### config.mk
export PLATFORM = sky130hd
export DESIGN_NAME = multicycle_controller
export DESIGN_NICKNAME = d
export VERILOG_FILES = /design/src/rtl/multicycle_controller.sv
export SDC_FILE = /design/constraint.sdc
export NUM_CORES = 1
export LEC_CHECK = 0
export CORE_MARGIN = 2
export CORE_UTILIZATION = 35
export DETAILED_ROUTE_END_ITERATION = 10
export HOLD_SLACK_MARGIN = 0.08
export PLACE_DENSITY_LB_ADDON = 0.25
export SYNTH_ARGS = -nofsm -noshare
export SYNTH_HDL_FRONTEND = slang
export SYNTH_SLANG_ARGS = --single-unit
### constraint.sdc
create_clock -name clk -period 3.43 [get_ports clk]
set_clock_uncertainty 0.15 [all_clocks]
set_input_delay 0.686 -clock clk [delete_from_list [all_inputs] [get_ports clk]]
set_output_delay 0.686 -clock clk [all_outputs]
set_load 0.05 [all_outputs]
### src/rtl/multicycle_controller.sv
// Multi-cycle sequencing FSM for the MIPS-subset datapath (addu, subu, ori, lw, sw, beq, lui, jal, jr).
// Latency: illegal 2, beq/jal/jr 3, ALU ops 4, sw 4+waits, lw 5+waits cycles; outputs combinational from state/inputs.
// Backpressure: stalls in MEM until mem_ready, aborting after WAIT_MAX waits with a sticky mem_timeout.
// Ports: clk/reset (async, active-high); op/funct from IR; zero from ALU; mem_ready from DM;
//        state, IR/PC/GRF/DM enables, datapath mux selects, instr_done/illegal pulses, mem_timeout flag.
module multicycle_controller #(
    parameter int WAIT_MAX = 15,
    parameter int CNT_W    = 8
) (
    input  logic       clk,
    input  logic       reset,
    input  logic [5:0] op,
    input  logic [5:0] funct,
    input  logic       zero,
    input  logic       mem_ready,
    output logic [2:0] state,
    output logic       IRWrite,
    output logic       PCWrite,
    output logic [3:0] PC_sel,
    output logic [3:0] ALUcontrol,
    output logic       ALUsrc,
    output logic [2:0] RegDst,
    output logic [2:0] GRF_WD_sel,
    output logic       RegWrite,
    output logic       MemRead,
    output logic       MemWrite,
    output logic       instr_done,
    output logic       illegal,
    output logic       mem_timeout
);

    localparam logic [2:0] S_FETCH  = 3'd0;
    localparam logic [2:0] S_DECODE = 3'd1;
    localparam logic [2:0] S_EXEC   = 3'd2;
    localparam logic [2:0] S_MEM    = 3'd3;
    localparam logic [2:0] S_WB     = 3'd4;

    logic [2:0]       r_state;
    logic [CNT_W-1:0] r_wait_cnt;
    logic             r_mem_timeout;

    // Instruction decode
    logic w_rtype, w_addu, w_subu, w_jr, w_ori, w_lui, w_lw, w_sw, w_beq, w_jal;
    logic w_aluop, w_legal;
    assign w_rtype = (op == 6'b000000);
    assign w_addu  = w_rtype && (funct == 6'b100001);
    assign w_subu  = w_rtype && (funct == 6'b100011);
    assign w_jr    = w_rtype && (funct == 6'b001000);
    assign w_ori   = (op == 6'b001101);
    assign w_lui   = (op == 6'b001111);
    assign w_lw    = (op == 6'b100011);
    assign w_sw    = (op == 6'b101011);
    assign w_beq   = (op == 6'b000100);
    assign w_jal   = (op == 6'b000011);
    assign w_aluop = w_addu || w_subu || w_ori || w_lui;
    assign w_legal = w_aluop || w_lw || w_sw || w_beq || w_jal || w_jr;

    // Operand-path controls for the decoded instruction, held from DECODE onward
    logic [3:0] w_dec_aluc;
    logic       w_dec_alus;
    logic [2:0] w_dec_rdst;
    always_comb begin
        w_dec_aluc = 4'b0000;
        w_dec_alus = 1'b0;
        w_dec_rdst = 3'b000;
        if (w_addu) begin
            w_dec_aluc = 4'b0001;
            w_dec_rdst = 3'b001;
        end else if (w_subu) begin
            w_dec_aluc = 4'b0010;
            w_dec_rdst = 3'b001;
        end else if (w_ori) begin
            w_dec_aluc = 4'b0011;
            w_dec_alus = 1'b1;
        end else if (w_lui) begin
            w_dec_aluc = 4'b0110;
            w_dec_alus = 1'b1;
        end else if (w_lw || w_sw) begin
            w_dec_aluc = 4'b0100;
            w_dec_alus = 1'b1;
        end else if (w_beq) begin
            w_dec_aluc = 4'b0101;
        end else if (w_jal) begin
            w_dec_rdst = 3'b010;
        end
    end

    // Ready in the same cycle the counter reaches WAIT_MAX is a success
    logic w_timeout;
    assign w_timeout = (r_state == S_MEM) && !mem_ready
                       && (r_wait_cnt == CNT_W'(WAIT_MAX));

    logic [2:0] w_next;
    logic       w_irw, w_pcw, w_rw, w_mr, w_mw, w_done, w_ill, w_alus;
    logic [3:0] w_pcs, w_aluc;
    logic [2:0] w_rdst, w_wdsel;

    always_comb begin
        w_next  = S_FETCH;
        w_irw   = 1'b0;
        w_pcw   = 1'b0;
        w_rw    = 1'b0;
        w_mr    = 1'b0;
        w_mw    = 1'b0;
        w_done  = 1'b0;
        w_ill   = 1'b0;
        w_pcs   = 4'b0000;
        w_aluc  = 4'b0000;
        w_alus  = 1'b0;
        w_rdst  = 3'b000;
        w_wdsel = 3'b000;
        if (r_state != S_FETCH && r_state <= S_WB) begin
            w_aluc = w_dec_aluc;
            w_alus = w_dec_alus;
            w_rdst = w_dec_rdst;
        end
        case (r_state)
            S_FETCH: begin
                w_irw  = 1'b1;
                w_next = S_DECODE;
            end
            S_DECODE: begin
                if (!w_legal) begin
                    w_ill  = 1'b1;
                    w_pcw  = 1'b1;
                    w_done = 1'b1;
                end else begin
                    w_next = S_EXEC;
                end
            end
            S_EXEC: begin
                if (w_lw || w_sw) begin
                    w_next = S_MEM;
                end else if (w_aluop) begin
                    w_next = S_WB;
                end else begin
                    // Every remaining path retires here, keeping one PC update per instruction
                    w_pcw  = 1'b1;
                    w_done = 1'b1;
                    if (w_beq && zero) begin
                        w_pcs = 4'b0001;
                    end else if (w_jal) begin
                        w_rw    = 1'b1;
                        w_wdsel = 3'b010;
                        w_pcs   = 4'b0010;
                    end else if (w_jr) begin
                        w_pcs = 4'b0011;
                    end
                end
            end
            S_MEM: begin
                w_mr = w_lw;
                w_mw = w_sw;
                if (mem_ready && w_lw) begin
                    w_next = S_WB;
                end else if (mem_ready || w_timeout) begin
                    w_pcw  = 1'b1;
                    w_done = 1'b1;
                end else begin
                    w_next = S_MEM;
                end
            end
            S_WB: begin
                w_rw    = 1'b1;
                w_pcw   = 1'b1;
                w_done  = 1'b1;
                w_rdst  = (w_addu || w_subu) ? 3'b001 : 3'b000;
                w_wdsel = w_lw ? 3'b001 : 3'b000;
            end
            default: w_next = S_FETCH;
        endcase
    end

    always_ff @(posedge clk or posedge reset) begin
        if (reset) begin
            r_state       <= S_FETCH;
            r_wait_cnt    <= '0;
            r_mem_timeout <= 1'b0;
        end else begin
            r_state <= w_next;
            if (r_state == S_MEM && w_next == S_MEM)
                r_wait_cnt <= r_wait_cnt + CNT_W'(1);
            else
                r_wait_cnt <= '0;
            if (w_timeout)
                r_mem_timeout <= 1'b1;
        end
    end

    // Enables and pulses are forced low while reset is held, so an in-flight access drops at once
    assign state       = r_state;
    assign IRWrite     = w_irw  & ~reset;
    assign PCWrite     = w_pcw  & ~reset;
    assign RegWrite    = w_rw   & ~reset;
    assign MemRead     = w_mr   & ~reset;
    assign MemWrite    = w_mw   & ~reset;
    assign instr_done  = w_done & ~reset;
    assign illegal     = w_ill  & ~reset;
    assign PC_sel      = w_pcs;
    assign ALUcontrol  = w_aluc;
    assign ALUsrc      = w_alus;
    assign RegDst      = w_rdst;
    assign GRF_WD_sel  = w_wdsel;
    assign mem_timeout = r_mem_timeout;

endmodule

==> run_results.csv <==
group,metric,value,unit
worst_setup_path,crit_type,"in -> out",
clock_tree,cts_tree,"yes",
grt,antenna_found_initial,0,
drt,drt_iter0_drc,54,
clock_tree,clk_path_buf_depth,2,
floorplanning,dieArea,3400,um^2
worst_setup_path,reg2reg_to,"state[1]",
clock_tree,root_buffer,"clkbuf_4",
drt,postRouteAntennaNets,0,
min_path,whs_endpoint,"mem_timeout",
placed_design,hpwl,2.31,mm
yosys,synth_top_area_share,29.1,%
yosys,synthTopCellsByArea,"dfrtp_1 29%, nor2_1 8.4%, buf_4 4.4%",
worst_setup_path,cp-start-kind,"primary input",
sta,fin_crit,3390,ps
drt,first_pass_iters,4,
outcome,status,"complete, no violations",
pwr,vdd_ir_drop_max,388,uV
clock_tree,htreeDepth,1,
sta,max_slew_margin,62.4,%
worst_setup_path,reg2reg_from,"r_wait_cnt[5]",
placed_design,place_congestion,0.867,
sta,setup_ws,36.1,ps
min_path,hold_depth,1,
drt,routed_via_density,5.47,
drt,wl_per_cell,14.6,um
yosys,syn_inst,132,
clock_tree,cts_made_buffers,3,
grt,grt_max_degree,13,
yosys,synth_area_per_cell,7.81,um^2
worst_setup_path,required,2590,ps
drt,routed_wl,3.09,mm
pwr,p_leak,0.728,nW
placed_design,numPortBuffers,36,
yosys,ys_types,39,
sta,slew_viol_final,0,
min_path,hp-start,"mem_timeout",
floorplanning,start_util,37.1,%
yosys,synth_edf_count,0,
drt,vias,1160,
finish,drive_above_1_share,33.7,%
finish,final_area,1710,um^2
min_path,min_path_type,"reg -> reg",
sta,finalCritPeriodShare,98.9,%
floorplanning,die_h,58.3,um
worst_setup_path,cp-end-kind,"output pin",
floorplanning,pin_count,42,
yosys,netlist_area,1030,um^2
yosys,yosys_warnings,0,
floorplanning,coreArea,2780,um^2
finish,layout_commonest_cell,"buf_4",
sta,fin_setup_tns,0,ps
drt,drc,0,
clock_tree,clkSlewWorstSetupHoldPaths,70,ps
yosys,synth_async_sr_flop_share,100,%
finish,nNetsFinal,201,
worst_setup_path,critPathMaxFanout,4,
grt,grt_pass1_vias,1111,
yosys,yosysSeqAreaShare,29.1,%
clock_tree,clkSinkCount,12,
placed_design,dpl_cell_area,1580,um^2
yosys,yosysTopAreaCell,"dfrtp_1",
finish,fillers,238,
floorplanning,rows,19,
placed_design,pre_cts_ws,-81.3,ps
finish,final_core_util,61.4,%
grt,grtUsageTotal,19.0,%
sta,max_freq,0.295,GHz
worst_setup_path,reg2reg_slack,1330,ps
pwr,p_total,0.000590,W
yosys,ys.flop_type,"dfrtp_1",
worst_setup_path,reg2reg_depth,4,
grt,grt-ovfl-total,0,
finish,layout_common_cells,"23 x buf_4, 20 x nor2_1, 15 x clkdlybuf4s50_1",
sta,hold_violations,0,
flow_run,maxCapViolations,0,
finish,area_delta_synth_final,65.8,%
grt,grt_pass1_wl,5.04,mm
floorplanning,fp.dieW,58.3,um
worst_setup_path,arrival,2560,ps
finish,final-seq-area,300,um^2
sta,setup_violations,0,
finish,multi_input_area,773,um^2
clock_tree,clock_latency,280,ps
finish,antennaDiodeCount,0,
yosys,ys_ff_latch,12,
sta,worst_pin_slew,563,ps
pwr,power.density,345,nW/um^2
sta,rsz0062_at_grt,"false",
==> metrics by stage <==
stage                     hold slack [ps]  std cells
after floorplan                       283        136
after global placement                295        207
after detailed placement              304        207
after CTS                             325        212
after global routing                  352        212
final                                 321        212
==> cell usage after synthesis (3+ instances only) <==
cell type / n
nand2_1: 8
and3_1: 5
o21ai_0: 5
inv_1: 4
ha_1: 3
nand3b_1: 3
xor2_1: 3
nand3_1: 4
nor3_1: 6
a21oi_1: 5
dfrtp_1: 12
nor3b_1: 4
xnor2_1: 5
buf_4: 6
nor2_1: 23
or3_1: 3
nor2b_1: 4
==> routing by layer <==
layer | vias up | global-route usage [%] | wire length [um]
li1 | 550 | - | -
met1 | 554 | 28.0 | 1370
met2 | 54 | 28.4 | 1490
met3 | 2 | 4.02 | 214
met4 | 0 | 4.32 | 18
met5 | - | 0 | 0
==> repair_timing <==
| action | 4_1_cts | 5_1_grt |
|---|---|---|
| setup buffers | 1 | 0 |
| endpoints found under the setup margin | 4 | 6 |
| resized for setup | 8 | 17 |
| gates cloned | 0 | 0 |
| pin swaps | 3 | 4 |
| hold buffers | 0 | 0 |
==> worst max-delay path by stage <==
stage | to | startpoint | cells past startpoint | slack [ps]
6_report | ALUcontrol[0] | op[2] | 6 | 40
5_1_grt | PCWrite | state[1] | 7 | 6
4_1_cts | PCWrite | funct[1] | 7 | -10
3_5_place_dp | PCWrite | funct[1] | 7 | -80
3_3_place_gp | ALUcontrol[0] | op[0] | 6 | -60
2_1_floorplan | instr_done | state[1] | 8 | -8
==> state kept, by name, indices dropped and copies added (netlist names) <==
name and count:
mem_timeout 1, r_wait_cnt 8, state 3
==> final cells by class <==
type,instances,area share [%]
inverters,4,0.878
repair buffers,51,31.9
multi-input cells,110,45.2
well taps,31,2.27
clock buffers,4,2.12
flip-flops and latches,12,17.6
==> where the power goes <==
part / internal [W] / switching (W)
clock network: 0.0000646 / 0.0000490
logic: 0.000115 / 0.000195
registers: 0.000149 / 0.0000173
==> worst max-delay path: stages <==
cell and delay [ps]:
clkdlybuf4s50_1 450, or4_4 540, or3_4 430, o22ai_2 160
and2_4 170, buf_12 130
==> kinds of logic after synthesis <==
| group | count (synthesis) | share of synthesized area [%] |
|---|---|---|
| simple gates | 75 | 40.8 |
| xor+xnor | 8 | 6.80 |
| compound gates | 18 | 10.2 |
| flops | 12 | 29.1 |
| other cells | 1 | 0.364 |
| fa+ha+maj | 4 | 4.61 |
| buf+inv | 14 | 8.13 |
Note: power is estimated with default switching activity, not from simulation.
